===== src/rtl/cpu_ctrl_pkg.sv =====
// cpu_ctrl_pkg: opcode/ALU constants, FSM states and strobe bundle shared by control_sequencer and its decoder.
package cpu_ctrl_pkg;
  localparam int OP_MSB = 31;
  localparam int OP_LSB = 27;
  localparam logic [4:0] OP_LD = 5'd0, OP_ST = 5'd2, OP_ADD = 5'd3, OP_SUB = 5'd4, OP_AND = 5'd5, OP_OR = 5'd6;
  localparam logic [4:0] OP_ADDI = 5'd12, OP_NOP = 5'd26, OP_HALT = 5'd27;
  localparam logic [4:0] ALU_NONE = 5'd0, ALU_ADD = 5'd1, ALU_SUB = 5'd2, ALU_AND = 5'd3, ALU_OR = 5'd4;
  typedef enum logic [3:0] {S_RST, S_T0, S_T1, S_T2, S_T3, S_T4, S_T5, S_T6, S_T7, S_HALTED} state_t;
  typedef enum logic [2:0] {CL_ALU, CL_ADDI, CL_LD, CL_ST, CL_NOP, CL_HALT} class_t;
  typedef struct packed {
    logic PCout, ZLowout, MDRout, Cout;
    logic MARin, MDRin, IRin, PCin, Yin, Zin;
    logic IncPC, Read, Write;
    logic Gra, Grb, Grc, Rin, Rout, BAout;
    logic [4:0] alu_op;
    logic run;
  } ctrl_t;
  // Undefined opcodes fall into the nop class.
  function automatic class_t op_class(input logic [4:0] op);
    return op inside {OP_ADD, OP_SUB, OP_AND, OP_OR} ? CL_ALU :
           op == OP_ADDI ? CL_ADDI : op == OP_LD ? CL_LD : op == OP_ST ? CL_ST :
           op == OP_HALT ? CL_HALT : op == OP_NOP ? CL_NOP : CL_NOP;
  endfunction
  function automatic logic [4:0] alu_code(input logic [4:0] op);
    return op == OP_SUB ? ALU_SUB : op == OP_AND ? ALU_AND : op == OP_OR ? ALU_OR : ALU_ADD;
  endfunction
endpackage


===== src/rtl/ctrl_output_decode.sv =====
// ctrl_output_decode: combinational strobe decode from FSM state, opcode and memory completion.
module ctrl_output_decode
  import cpu_ctrl_pkg::*;
(
  input  state_t     i_state,
  input  logic [4:0] i_opcode,
  input  logic       i_done,
  output ctrl_t      o_ctrl
);
  class_t w_cls;
  logic w_alu, w_ld, w_st, w_calc;
  assign w_cls = op_class(i_opcode);
  assign w_alu = w_cls == CL_ALU || w_cls == CL_ADDI;
  assign w_ld = w_cls == CL_LD;
  assign w_st = w_cls == CL_ST;
  assign w_calc = w_alu | w_ld | w_st;
  always_comb begin
    o_ctrl = '0;
    o_ctrl.run = i_state != S_HALTED;
    case (i_state)
      S_T0: {o_ctrl.PCout, o_ctrl.MARin, o_ctrl.IncPC, o_ctrl.Zin} = 4'b1111;
      S_T1: {o_ctrl.Read, o_ctrl.ZLowout, o_ctrl.PCin, o_ctrl.MDRin} = {3'b111, i_done};
      S_T2: {o_ctrl.MDRout, o_ctrl.IRin} = 2'b11;
      S_T3: {o_ctrl.Grb, o_ctrl.Yin, o_ctrl.Rout, o_ctrl.BAout} = {w_calc, w_calc, w_alu, w_ld | w_st};
      S_T4: begin
        o_ctrl.Zin = w_calc;
        {o_ctrl.Grc, o_ctrl.Rout} = {2{w_cls == CL_ALU}};
        o_ctrl.Cout = w_calc & (w_cls != CL_ALU);
        o_ctrl.alu_op = w_calc ? alu_code(i_opcode) : ALU_NONE;
      end
      S_T5: {o_ctrl.ZLowout, o_ctrl.Gra, o_ctrl.Rin, o_ctrl.MARin} = {w_calc, w_alu, w_alu, w_ld | w_st};
      S_T6: {o_ctrl.Read, o_ctrl.MDRin, o_ctrl.Gra, o_ctrl.Rout} = {w_ld, (w_ld & i_done) | w_st, w_st, w_st};
      S_T7: {o_ctrl.MDRout, o_ctrl.Gra, o_ctrl.Rin, o_ctrl.Write} = {w_ld, w_ld, w_ld, w_st};
      default: ;
    endcase
  end
endmodule


===== src/rtl/control_sequencer.sv =====
// control_sequencer: hardwired fetch/execute FSM for the single-bus CPU datapath.
// Define CTRL_WAIT_STATES_EN to honour mem_ready; otherwise memory states last one cycle.
module control_sequencer
  import cpu_ctrl_pkg::*;
#(
  parameter int OPW  = 5,
  parameter int ALUW = 5
) (
  input  logic            clk,
  input  logic            clr,
  input  logic [31:0]     ir,
  input  logic            mem_ready,
  output logic            PCout, ZLowout, MDRout, Cout,
  output logic            MARin, MDRin, IRin, PCin, Yin, Zin,
  output logic            IncPC, Read, Write,
  output logic            Gra, Grb, Grc, Rin, Rout, BAout,
  output logic [ALUW-1:0] alu_op,
  output logic            run
);
  state_t r_state;
  ctrl_t w_ctrl;
  class_t w_cls;
  logic [OPW-1:0] w_op;
  logic [4:0] w_alu_op;
  logic w_done, w_hold, w_unused;
  assign w_op = ir[OP_MSB -: OPW];
  assign w_cls = op_class(w_op);
`ifdef CTRL_WAIT_STATES_EN
  assign w_done = mem_ready;
`else
  assign w_done = 1'b1;
`endif
  assign w_unused = &{1'b0, ir[OP_MSB-OPW:0], mem_ready};
  // Memory states stall until the access completes.
  assign w_hold = ~w_done & (r_state == S_T1 || (r_state == S_T6 && w_cls == CL_LD) || (r_state == S_T7 && w_cls == CL_ST));
  always_ff @(posedge clk or posedge clr)
    if (clr) r_state <= S_RST;
    else if (!w_hold)
      case (r_state)
        S_RST: r_state <= S_T0;
        S_T0: r_state <= S_T1;
        S_T1: r_state <= S_T2;
        S_T2: r_state <= S_T3;
        S_T3: r_state <= w_cls == CL_HALT ? S_HALTED : w_cls == CL_NOP ? S_T0 : S_T4;
        S_T4: r_state <= S_T5;
        S_T5: r_state <= (w_cls == CL_ALU || w_cls == CL_ADDI) ? S_T0 : S_T6;
        S_T6: r_state <= S_T7;
        S_T7: r_state <= S_T0;
        default: r_state <= S_HALTED;
      endcase
  ctrl_output_decode u_dec (
    .i_state (r_state),
    .i_opcode(w_op),
    .i_done  (w_done),
    .o_ctrl  (w_ctrl)
  );
  assign {PCout, ZLowout, MDRout, Cout, MARin, MDRin, IRin, PCin, Yin, Zin, IncPC, Read, Write,
          Gra, Grb, Grc, Rin, Rout, BAout, w_alu_op, run} = w_ctrl;
  assign alu_op = ALUW'(w_alu_op);
endmodule

===== config.mk =====
export PLATFORM = sky130hd
export DESIGN_NAME = control_sequencer
export DESIGN_NICKNAME = d
export VERILOG_FILES = /design/src/rtl/cpu_ctrl_pkg.sv /design/src/rtl/ctrl_output_decode.sv /design/src/rtl/control_sequencer.sv
export SDC_FILE = /design/constraint.sdc
export NUM_CORES = 1
export LEC_CHECK = 0
export ABC_AREA = 1
export CORE_MARGIN = 1
export CORE_UTILIZATION = 25
export CTS_CLUSTER_SIZE = 8
export DETAILED_ROUTE_END_ITERATION = 10
export PLACE_DENSITY = 0.87
export SYNTH_ARGS = -nofsm -noshare
export SYNTH_HDL_FRONTEND = slang
export SYNTH_SLANG_ARGS = --single-unit

===== constraint.sdc =====
create_clock -name clk -period 1.1 [get_ports clk]
set_input_delay 0.165 -clock clk [delete_from_list [all_inputs] [get_ports clk]]
set_output_delay 0.165 -clock clk [all_outputs]
set_load 0.005 [all_outputs]

# After elaboration in Yosys (flattened, before gate mapping)
# Index checks and enable logic that the tools add are counted.
op_classes:
  n_eq_ne: 21
  reduce_logical: 7
  muxes: 31
  n_bitwise: 4
ops:
  columns: ["op", "n"]
  rows:
  - ["$pmux 4 s8", 1]
  - ["$mux 3", 7]
  - ["$mux 5", 4]
  - ["$eq 4x3->1 const B", 4]
  - ["$eq 5x3->1 const B", 3]
  - ["$pmux 1 s2", 7]
  - ["$eq 5x2->1 const B", 2]
  - ["$mux 1", 9]
  - ["$eq 4x2->1 const B", 2]
  - ["$eq 3x2->1 const B", 2]
  - ["$eq 3x3->1 const B", 2]
  - ["$pmux 1 s3", 2]
  - ["$eq 5x4->1 const B", 1]
  - ["$eq 5x5->1 const B", 1]
  - ["$logic_not 5->1", 1]
  - ["$eq 4x1->1 const B", 1]
  - ["$eq 4x4->1 const B", 1]
  - ["$logic_not 4->1", 1]
  - ["$mux 4", 1]
  - ["$ne 4x4->1 const B", 1]
  - ["$reduce_bool 4->1", 1]
  - ["$eq 3x1->1 const B", 1]
  - ["$logic_not 3->1", 1]
  - ["$or 1x1->1", 3]
  - ["other kinds (4)", 4]
word_totals:
  ff_bits: 4
  output_inout_bits: 25

# Logic depth before layout (Yosys ltp)
depth:
  ltp_word: 12
  mapped_depth: 9
  mapped_depth_nobuf: 9

# Hierarchy
# Synthesis repeated with hierarchy kept, for this count alone.
hier_totals:
  cells_unflattened: 129
  hier_area_um2: 689.4
by_module_without_submodules:
  columns: ["mod", "n_inst", "cells_each", "area_each_um2"]
  rows:
  - ["ctrl_output_decode", 1, 83, 391.6]
  - ["control_sequencer", 1, 46, 297.8]

# Worst setup path before layout
# Ideal clock, no wire load.
synth_path:
  kind: "reg-to-output"
  startpoint: "register r_state[0]"
  endpoint: "output port Yin"
  arrival_time_ps: 1054
  path_stages_with_launch: 5
  required_time_ps: 935
  slack_ps: -119
  n_path_buf: 1
  cell_sequence: "dfrtp_1 > nor2_1 > nand3_1 > a21oi_1 > buf_4"
synth_between:
  elab_chain_cells: 2
synth_lines:
  columns: ["element", "line_no", "text"]
  rows:
  - ["start, declared", "control_sequencer.sv:20", "state_t r_state;"]
  - ["start signal, assigned", "control_sequencer.sv:44", "S_T3: r_state <= w_cls == CL_HALT ? S_HALTED : w_cls == CL_NOP ? S_T0 : S_T4;"]
  - ["start signal, assigned", "control_sequencer.sv:46", "S_T5: r_state <= (w_cls == CL_ALU || w_cls == CL_ADDI) ? S_T0 : S_T6;"]
  - ["$eq 4x3->1", null, null]
  - ["$mux 1", null, null]
  - ["end, declared", "control_sequencer.sv:14", "output logic MARin, MDRin, IRin, PCin, Yin, Zin,"]
# Every way passes these cells.

# Final worst setup path
layout_path:
  startpoint: "register r_state[2]"
  endpoint: "output port Rout"
layout_between:
  elab_chain_cells: 2
layout_lines:
  columns: ["element", "line_no", "text"]
  rows:
  - ["$eq 4x3->1", "ctrl_output_decode.sv:20", "case (i_state)"]
  - ["$pmux 1 s3 (*)", "ctrl_output_decode.sv:20", null]
  - ["end, declared", "control_sequencer.sv:16", "output logic Gra, Grb, Grc, Rin, Rout, BAout,"]
# Every way passes the cells marked *; elsewhere a longest branch is shown, timed or not.

==> load_flow_metrics.sql <==
INSERT INTO impl_metrics (metric_group, metric, value, unit) VALUES
('run', 'cap_violations', '0', ''),
('layout', 'fill_cells', '140', ''),
('worst_setup_path', 'timing.critical_path.buf_inv', '4', ''),
('status', 'failed_checks', 'negative setup slack', ''),
('floorplan', 'die_footprint', '2390', 'sq um'),
('detailed_routing', 'post_drt_via_cell_ratio', '4.74', ''),
('detailed_routing', 'drcViolationCount', '0', ''),
('cts', 'cts.clk_slew.worst_paths', '0.05', 'ns'),
('worst_setup_path', 'worstPathCellList', 'buf_6 -> buf_4 -> nand3_4 -> inv_1 -> nand2_1 -> nand3_1 -> buf_2', ''),
('worst_setup_path', 'worstPathArrival', '1.54', 'ns'),
('worst_setup_path', 'timing.critical_path.fanout_max', '4', ''),
('cts', 'h_tree_depth_reported_by_cts', '1', ''),
('sta', 'setup-violations-final', '26', ''),
('floorplan', 'initial_utilization', '27.2', '%'),
('detailed_routing', 'antenna_violating_nets_post_route', '0', ''),
('synth', 'synth.yosys.warnings', '0', ''),
('detailed_routing', 'wl_per_cell', '14.7', 'um'),
('synth', 'postSynthAreaPerCell', '5.84', 'sq um'),
('synth', 'synth-seq-cells', '4', ''),
('status', 'run_status', 'finished with violations', ''),
('synth', 'yosys.cell_types.count', '22', ''),
('layout', 'final_util', '75.6', '%'),
('sta', 'hold-worst-slack', '0.0944', 'ns'),
('synth', 'netlist_top_cells_count', 'nand2_1 (26), inv_1 (17), nor2_1 (11)', ''),
('layout', 'largest_register_ff_count', '4', ''),
('pwr', 'cell_leakage_power', '0.895', 'nW'),
('worst_setup_path', 'cp_slowest_stage_delay', '0.46', 'ns'),
('floorplan', 'floorplan.io_pins', '60', ''),
('worst_setup_path', 'timing.setup.critical_path_class', 'flop to output pin', ''),
('sta', 'fin_worst_skew', '0.0160', 'ns'),
('synth', 'top_cells_by_area_synth', 'dfrtp_1 (18%), nand2_1 (18%), inv_1 (12%)', ''),
('sta', 'slew_viol_final', '0', ''),
('layout', 'largest_register', 'r_state', ''),
('min_path', 'worst_hold_path_class', 'primary input to async pin', ''),
('sta', 'finalCriticalPeriod', '1.70', 'ns'),
('global_route', 'grt_max_degree', '6', ''),
('pwr', 'vdd_ir_drop_max', '0.480', 'mV'),
('cts', 'cts-buffers-inserted', '3', ''),
('detailed_routing', 'detail_route.first_pass.iterations', '4', ''),
('synth', 'mappedNetlistArea', '549', 'sq um'),
('layout', 'area_occupied_by_multi_input_gates', '566', 'sq um'),
('worst_setup_path', 'timing.critical_path.slowest_stage_cell', 'dfrtp_2', ''),
('place', 'gp_routability_congestion', '0.814', ''),
('global_route', 'global_route.overflow_total', '0', ''),
('floorplan', 'placement_rows', '16', ''),
('pwr', 'powerDensity', '321', 'nW/um^2'),
('place', 'place_area', '1090', 'sq um'),
('layout', 'largestRegisters', 'r_state: 4 flops', ''),
('synth', 'synthDominantAreaCellType', 'dfrtp_1', ''),
('synth', 'asyncSetResetFlopFracSynth', '100', '%'),
('synth', 'synth_flop_cell', 'dfrtp_1', ''),
('sta', 'rsz_0062_raised_after_global_routing', 'true', ''),
('sta', 'clock.fmax', '587', 'MHz'),
('worst_setup_path', 'worst_setup_path_startpoint', 'r_state[2]$_DFF_PP0_', ''),
('global_route', 'number_of_antenna_violations_at_the_first_check_in_global_routing', '0', ''),
('worst_setup_path', 'crit_family', 'buffers and inverters', ''),
('worst_setup_path', 'worst-r2r-setup-slack', '-0.47', 'ns'),
('place', 'buffer_ports.inserted', '29', ''),
('synth', 'yosys.area.top_type_share', '18.2', '%'),
('worst_setup_path', 'critical_path_required', '0.94', 'ns'),
('global_route', 'grt_util_all_layers', '24.5', '%'),
('cts', 'tritoncts', 'built', ''),
('sta', 'layout_setup_ws', '-0.603', 'ns'),
('floorplan', 'die_height', '48.9', 'um'),
('synth', 'synthCells', '94', ''),
('layout', 'antenna_cells_inserted', '0', ''),
('global_route', 'wire_length_of_the_first_global_routing_pass', '4.36', 'mm'),
('cts', 'cts_root_cell', 'clkbuf_4', ''),
('worst_setup_path', 'critical_path.startpoint_type', 'flop', ''),
('layout', 'register_area', '104', 'sq um'),
('global_route', 'first_global_vias', '941', '');
[metal layers]
metal  vias to the layer above  track usage [%]  routed length [um]
li1                        464                -                   -
met1                       463             24.2                1170
met2                        42             48.4                1680
met3                        12             3.12                  79
met4                         0             13.2                 114
met5                         -                0                   0
[per-stage QoR]
step	power [mW]	instances	TNS [ns]	worst slack, ns
6_report	0.491	207	-11.93	-0.603
5_1_grt	0.509	207	-13.20	-0.648
4_1_cts	0.473	205	-10.81	-0.561
3_5_place_dp	0.264	175	-19.75	-0.987
3_3_place_gp	0.259	175	-18.72	-0.936
2_1_floorplan	0.197	95	-0.284	-0.0471
[area by class of cell]
cell class                 instances  share of cell area (%)
clock buffer                       3                    1.47
inverter                          18                    5.08
multi-input combinational         69                    37.0
sequential                         4                    6.80
tap                               27                    2.21
timing repair buffer              86                    47.4
[power breakdown]
part | switching [mW] | internal [mW]
logic | 0.0709 | 0.0595
registers | 0 | 0.148
clock network | 0.0887 | 0.124
total | 0.160 | 0.331
[placed cells by master (no fill, tap or decap)]
cell             synthesis  final
dlygate4sd2_1            0      4
nor4_2                   0      1
nor3_4                   0      5
clkbuf_4                 0      3
nand4_1                  2      2
buf_2                    0     17
dfrtp_2                  0      3
inv_2                    1      7
nand2_4                  1      6
o21ai_2                  0      2
nand3_1                  6      3
nand2_1                 26     18
inv_4                    0      4
buf_6                    0     30
conb_1                   1      2
nor2_1                  11      3
nand3_4                  0      2
nor2_2                   4      6
nand2_2                  1      4
nor2_4                   2      8
o311ai_4                 0      1
clkbuf_2                 0      1
inv_1                   17      7
nand3_2                  1      2
nand4_2                  1      1
dfrtp_1                  4      1
buf_4                    4     32
a21oi_2                  1      3
clkdlybuf4s15_2          0      1
clkdlybuf4s50_1          0      1
[cell families (layout without fill, tap and decap cells)]
group / Yosys count / after routing / share of synthesized area (%)
flops: 4 / 4 / 18.2
buf+inv: 22 / 107 / 17.8
compound gates: 6 / 6 / 6.83
simple gates: 61 / 61 / 56.5
other cells: 1 / 2 / 0.683
[timing repair]
item,in CTS,in global routing
pin swaps,28,19
hold buffers,0,0
setup buffers,33,8
gates cloned,0,0
hold endpoints to repair,0,0
endpoints found under the setup margin,26,26
gates resized for setup,144,36
[worst paths after layout]
path,cells after the start,endpoint
max,7,Rout
max in group asynchronous,2,r_state[0]$_DFF_PP0_
min,2,r_state[1]$_DFF_PP0_
min in group clk,4,r_state[3]$_DFF_PP0_
max reg2reg,10,r_state[2]$_DFF_PP0_
min reg2reg,3,r_state[3]$_DFF_PP0_
[worst register-to-register path, stage by stage (launching register included)]
cell and delay (ns):
dfrtp_2 0.45, buf_6 0.15, nor3_4 0.21, buf_6 0.15, buf_6 0.09, buf_6 0.08
buf_6 0.08, nand3_2 0.07, nand2_1 0.08, inv_1 0.05, nand2_1 0.09
No activity file was read; power rests on OpenSTA's default activity.
